### src/rtl/aes_inv_add_round_key_stage.sv
// AddRoundKey stage of the AES-128 inverse cipher: on-chip key schedule store,
// round-key XOR at accept time, and an output register backed by a one-entry skid buffer.
module aes_inv_add_round_key_stage #(
  parameter int NUM_ROUNDS = 10
) (
  input  logic         clk,
  input  logic         rst_n,
  input  logic         key_wr_en,
  input  logic [5:0]   key_wr_addr,
  input  logic [31:0]  key_wr_data,
  input  logic         key_clear,
  output logic         key_valid,
  input  logic         in_valid,
  output logic         in_ready,
  input  logic [127:0] in_state,
  input  logic [3:0]   in_round,
  output logic         out_valid,
  input  logic         out_ready,
  output logic [127:0] out_state,
  output logic [3:0]   out_round,
  output logic         out_mix_en,
  output logic         out_last,
  output logic         err
);

  localparam int         DEPTH     = 4 * (NUM_ROUNDS + 1);
  localparam logic [5:0] DEPTH_W   = 6'(DEPTH);
  localparam logic [3:0] MAX_ROUND = 4'(NUM_ROUNDS);

  logic [31:0]      r_key_mem [DEPTH];
  logic [DEPTH-1:0] r_mask;
  logic             r_key_valid;
  logic             r_in_ready;
  logic             r_err;

  logic             r_out_valid;
  logic [127:0]     r_out_state;
  logic [3:0]       r_out_round;
  logic             r_out_mix_en;
  logic             r_out_last;

  logic             r_skid_valid;
  logic [127:0]     r_skid_state;
  logic [3:0]       r_skid_round;
  logic             r_skid_mix_en;
  logic             r_skid_last;

  logic             w_addr_ok;
  logic             w_key_wr_ok;
  logic             w_accept;
  logic             w_out_free;
  logic             w_round_ok;
  logic [127:0]     w_round_key;
  logic [127:0]     w_new_state;
  logic             w_new_mix_en;
  logic             w_new_last;
  logic             w_key_valid_nxt;
  logic             w_skid_valid_nxt;

  assign w_addr_ok    = key_wr_addr < DEPTH_W;
  assign w_key_wr_ok  = key_wr_en & ~key_clear & w_addr_ok;
  assign w_accept     = in_valid & r_in_ready;
  assign w_out_free   = ~r_out_valid | out_ready;
  assign w_round_ok   = in_round <= MAX_ROUND;

  // Out-of-range rounds select an all-zero key so the state passes through untouched.
  always_comb begin
    w_round_key = '0;
    if (w_round_ok) begin
      for (int c = 0; c < 4; c++) begin
        w_round_key[127 - 32*c -: 32] = r_key_mem[{in_round, 2'b00} + 6'(c)];
      end
    end
  end

  assign w_new_state  = in_state ^ w_round_key;
  assign w_new_mix_en = w_round_ok && (in_round != 4'd0) && (in_round != MAX_ROUND);
  assign w_new_last   = in_round == 4'd0;

  assign w_key_valid_nxt  = ~key_clear & (&r_mask);
  assign w_skid_valid_nxt = r_skid_valid ? ~w_out_free : (w_accept & ~w_out_free);

  always_ff @(posedge clk) begin
    if (w_key_wr_ok) begin
      r_key_mem[key_wr_addr] <= key_wr_data;
    end
  end

  always_ff @(posedge clk) begin
    if (!rst_n) begin
      r_mask        <= '0;
      r_key_valid   <= 1'b0;
      r_in_ready    <= 1'b0;
      r_err         <= 1'b0;
      r_out_valid   <= 1'b0;
      r_out_state   <= '0;
      r_out_round   <= '0;
      r_out_mix_en  <= 1'b0;
      r_out_last    <= 1'b0;
      r_skid_valid  <= 1'b0;
      r_skid_state  <= '0;
      r_skid_round  <= '0;
      r_skid_mix_en <= 1'b0;
      r_skid_last   <= 1'b0;
    end else begin
      if (key_clear) begin
        r_mask <= '0;
      end else if (w_key_wr_ok) begin
        r_mask[key_wr_addr] <= 1'b1;
      end

      r_key_valid <= w_key_valid_nxt;

      if (key_clear) begin
        r_err <= 1'b0;
      end else if ((key_wr_en & ~w_addr_ok) | (w_accept & ~w_round_ok)) begin
        r_err <= 1'b1;
      end

      // Skid contents always leave before anything new; in_ready guarantees the skid is empty on accept.
      if (w_out_free) begin
        if (r_skid_valid) begin
          r_out_valid  <= 1'b1;
          r_out_state  <= r_skid_state;
          r_out_round  <= r_skid_round;
          r_out_mix_en <= r_skid_mix_en;
          r_out_last   <= r_skid_last;
          r_skid_valid <= 1'b0;
        end else if (w_accept) begin
          r_out_valid  <= 1'b1;
          r_out_state  <= w_new_state;
          r_out_round  <= in_round;
          r_out_mix_en <= w_new_mix_en;
          r_out_last   <= w_new_last;
        end else begin
          r_out_valid  <= 1'b0;
        end
      end else if (w_accept) begin
        r_skid_valid  <= 1'b1;
        r_skid_state  <= w_new_state;
        r_skid_round  <= in_round;
        r_skid_mix_en <= w_new_mix_en;
        r_skid_last   <= w_new_last;
      end

      r_in_ready <= w_key_valid_nxt & ~w_skid_valid_nxt;
    end
  end

  assign key_valid  = r_key_valid;
  assign in_ready   = r_in_ready;
  assign err        = r_err;
  assign out_valid  = r_out_valid;
  assign out_state  = r_out_state;
  assign out_round  = r_out_round;
  assign out_mix_en = r_out_mix_en;
  assign out_last   = r_out_last;

endmodule
### config.mk
export PLATFORM = sky130hd
export DESIGN_NAME = aes_inv_add_round_key_stage
export DESIGN_NICKNAME = d
export VERILOG_FILES = /design/src/rtl/aes_inv_add_round_key_stage.sv
export SDC_FILE = /design/constraint.sdc
export NUM_CORES = 2
export LEC_CHECK = 0
export ABC_CLOCK_PERIOD_IN_PS = 3800
export CAP_MARGIN = 40
export CORE_UTILIZATION = 55
export CTS_BUF_LIST = sky130_fd_sc_hd__clkbuf_2 sky130_fd_sc_hd__clkbuf_4 sky130_fd_sc_hd__clkbuf_8
export CTS_CLUSTER_DIAMETER = 150
export DETAILED_ROUTE_END_ITERATION = 16
export GPL_ROUTABILITY_DRIVEN = 1
export GPL_TIMING_DRIVEN = 0
export PLACE_DENSITY = 0.76
export REMOVE_ABC_BUFFERS = 1
export SYNTH_ARGS = -nofsm -noshare
export SYNTH_HDL_FRONTEND = slang
export SYNTH_SLANG_ARGS = --single-unit
### constraint.sdc
create_clock -name clk -period 3.8 [get_ports clk]
set_clock_uncertainty 0.2 [all_clocks]
set_input_delay 0.76 -clock clk [delete_from_list [all_inputs] [get_ports clk]]
set_output_delay 0.76 -clock clk [all_outputs]
set_load 0.05 [all_outputs]
# Word level (Yosys, flattened, before mapping)
# Memories as Yosys holds them, arrays and structs flattened.
# Cells that the tools add are included.
# Widths: inputs -> output; s select.
# word_totals
reg_bits	317
ramBits	1408
inputBits	176
output_inout_bits	138
wordCells	69
memories	1
# mem_list
name	depth	width	read_ports	rd_clocked_by_memory_dff	wr	line	source
r_key_mem	44	32	4	0	1	30	logic [31:0] r_key_mem [DEPTH];
# classes
add_sub_neg	3
n_lt_le_gt_ge	4
n_eq_ne	1
muxes	16
n_bitwise	19
reduce_logical	11
# op_table
operator	n
$mux 128	3
$xor 128x128->128	1
$or 44x44->44	1
$reduce_and 44->1	1
$add 6x2->6 const B	2
$mux 1	10
$and 1x1->1	8
$mux 4	2
$lt 6x7->1 const B	1
$not 1->1	7
$add 6x1->6 const B	1
$demux 1 s6	1
$ge 6x1->1 const B	1
$lt 6x6->1 const B	1
$le 4x4->1 const B	1
$logic_not 4->1	1
$ne 4x4->1 const B	1
$reduce_and 2->1	2
$reduce_bool 4->1	1
$reduce_or 2->1	2
$logic_and 1x1->1	3
$or 1x1->1	2
$reduce_bool 2->1	1

# Depth between registers and ports, before layout
# logic_depth
word_depth	7
mapped_depth	10
mapped_depth_nobuf	5

# Least setup slack after synthesis
# OpenSTA, ideal clock, no wires.
# synth_timing
path_kind	input to register
from	input key_wr_addr[2]
to	memory r_key_mem[17][0] (enable)
setup_time_ns	0.423
arrival_time_ns	2.947
setup_slack_ns	0.230
stages	4
path_cell_list	clkbuf_1 or3b_2 clkbuf_1 nor2_1
# synth_between
elab_chain_cells	4
# synth_lines
item	line	source
from (decl)	9	input logic [5:0] key_wr_addr,
$lt 6x6->1	60	assign w_addr_ok = key_wr_addr < DEPTH_W;
$and 1x1->1	61	assign w_key_wr_ok = key_wr_en & ~key_clear & w_addr_ok;
$mux 1	84	if (w_key_wr_ok) begin
$mux 1 (implied by the code)	85	r_key_mem[key_wr_addr] <= key_wr_data;
to (decl)	30	
# Parallel ways exist; a longest one is shown, timed or not.

==> flow_summary.toml <==
[route]
viasPerCell = 6.69
postRouteAntennaNets = 0
first_pass_iters = 6
drc = 0
wire_per_inst_microns = 28.6
vias = 52200
routed_wirelength_microns = 223000
drt_iter0_drc = 6762

[floorplanning]
dieArea_sq_um = 136000
fp.coreArea_sq_um = 133000
initial_core_util = 0.554
die_x_microns = 369
io_pins = 314
rows = 134
fp.dieH_microns = 369

[power]
peakVddDrop_v = 0.000375
switching_share = 0.230
static-leakage-power_nw = 29.6
power.density_nw_per_um2 = 451
comb_power_share = 0.063
seq_power_share = 0.521
power.internal_mw = 30.3
netSwitchingPower_mw = 9.05
clock_power_share = 0.416

[timing]
worstMarginPinSlew_ns = 1.02
hold_slack_ns = 0.100
setup_ws_ns = 0.227
finalSetupViolations = 0
finalCriticalPeriod_ns = 3.57
post-route-period-util = 0.940
slew_violations = 0
fmax_mhz = 280
hold_viol_final = 0
rsz0062_at_grt = "no"
slew_headroom = 0.320
setup_tns_ns = 0

[yosys]
async_flop_share = 0
synth_ff_type = "edfxtp_1"
seq_area_frac_synth = 0.657
synthCells = 5410
syn_area_sq_um = 74000
synth_edf_count = 1408
yosysWarnings = 0
synth.distinct_cells = 72
syn_area_per_cell_sq_um = 13.7
ys_ff_latch = 1725

[placed_design]
dpl.hpwl_microns = 137000
gp_routability_congestion = 0.809
placed_cells = 7274
io_buffers = 313
post-place-ws_ns = -0.862
placed_cell_area_sq_um = 81400

[finish]
final_cells = 7806
syn_to_final_growth_pct = 17.9
fillers = 9103
final_common_cell = "edfxtp_1"
layout_common_cells = "edfxtp_1 (1,408), mux2i_1 (643), nand2_1 (413), clkbuf_8 (322), dfxtp_1 (316)"
final_nets = 5984
drive_gt1_frac = 0.145
multi_input_area_sq_um = 23700
fin_area_sq_um = 87300
seq_area_sq_um = 48600

[setup_path]
critPathArrivalTime_ns = 4.25
critPathMaxStageDelay_ns = 1.09
cp_slowest_cell = "clkdlybuf4s50_1"
start_kind = "input port"
critPathCaptureType = "flip-flop"
cp_cell_sequence = "clkdlybuf4s50_1 > inv_8 > buf_16 > nor3_4 > buf_4 > buf_4 > buf_4 > buf_4 > nand4_1 > nand3_1"
cp_data_required_time_ns = 4.47
crit_type = "input port to flip-flop"
crit_fanout = 83
cpMostUsedCell = "buf_4"

[clock_tree]
clk_latency_ns = 0.96
clock_sinks = 1725
cts_made_buffers = 291
clk_pin_slew_ns = 0.06
clockBufferDepth = 4
root_buffer = "clkbuf_8"
htree_levels = 5
cts_tree = "done"

[outcome]
outcome = "finished clean"

[grt]
grt_pass1_wl_microns = 321000
grt-ovfl-total = 0
track_usage = 0.320
antenna_found_initial = 35
grt_pass1_vias = 50600
grt_start_max_net_pins = 134

[flow_run]
maxCapViolCount = 0

[hold_path]
hold_class = "input port to flip-flop"
power groups by stage:
stage	Clock, mW	Sequential [mW]	Combinational, mW
floorplan	0	20.9	1.03
global placement	0	20.9	3.14
detailed placement	0	20.9	2.40
CTS	16.5	20.5	2.42
global route	17.3	20.5	2.59
finish	16.4	20.5	2.47
worst paths after layout:
| kind | from | end | slack, ns | cells past startpoint |
|---|---|---|---|---|
| min | key_wr_data[17] | r_key_mem[36][17] | 0.10 | 2 |
| max | rst_n | out_state[45] | 0.23 | 10 |
| min reg2reg | out_state[98] | out_state[98] | 0.25 | 2 |
| max reg2reg | r_skid_valid | out_state[45] | 0.28 | 10 |
critical path: cells and delay by family:
kind | cells | cell delay [ns]
buffers and inverters | 7 | 2.67
AND/OR/NAND/NOR | 3 | 0.69
routing by layer:
layer	vias up	global-route usage	routed length [microns]
li1	22100	-	-
met1	25700	0.418	83300
met2	3622	0.495	102000
met3	772	0.0787	26400
met4	36	0.167	10700
met5	-	0	330
final cells by class:
cell class	count	area share
flip-flops and latches	1725	0.557
multi-input cells	3278	0.272
repair buffers	495	0.0794
clock buffers	425	0.0596
well taps	1768	0.0253
clock inverters	81	0.00510
inverters	17	0.000903
diodes	17	0.000487
through the flow:
stage | power, mW | util
2_1_floorplan | 21.9 | -
3_3_place_gp | 24.1 | 0.579
3_5_place_dp | 23.3 | 0.610
4_1_cts | 39.4 | 0.653
5_1_grt | 40.3 | 0.654
6_report | 39.3 | 0.654
synth_stat cells, types with 82 or more instances:
cell type  number  area [sq um]
a21oi_1       228          1140
a22oi_1       156          1170
a31oi_1       165          1030
and3_1        112           701
clkbuf_1      213           800
dfxtp_1       317          6350
edfxtp_1     1408         42300
mux2i_1       643          6440
nand2_1       416          1560
nand3_1       166           831
nand4_1        98           613
nor2_1        235           882
o21ai_0        82           410
state kept, by name (all words and copies together) (netlist names):
register,cells
err,1
in_ready,1
key_valid,1
out_last,1
out_mix_en,1
out_round,4
out_state,128
out_valid,1
r_key_mem,1408
r_mask,44
r_skid_last,1
r_skid_mix_en,1
r_skid_round,4
r_skid_state,128
r_skid_valid,1
cells by family (layout without fill, tap and decap cells):
group | count (synthesis) | after routing | synth area share
AOI/OAI and AO/OA | 1154 | 1154 | 0.117
and+or+nand+nor | 1334 | 1334 | 0.0901
other | 0 | 17 | 0
muxes | 707 | 707 | 0.0970
xor gates and xnor gates | 83 | 83 | 0.00983
buffers and inverters | 407 | 1018 | 0.0287
DFF | 1725 | 1725 | 0.657
repair_timing:
item                                   CTS  global route
endpoints found under the hold margin   40             0
hold buffers                             4             0
setup endpoints to repair                0             9
resized for setup                        0             1
setup buffers                            0             2
Note: power is estimated with default switching activity, not from simulation.
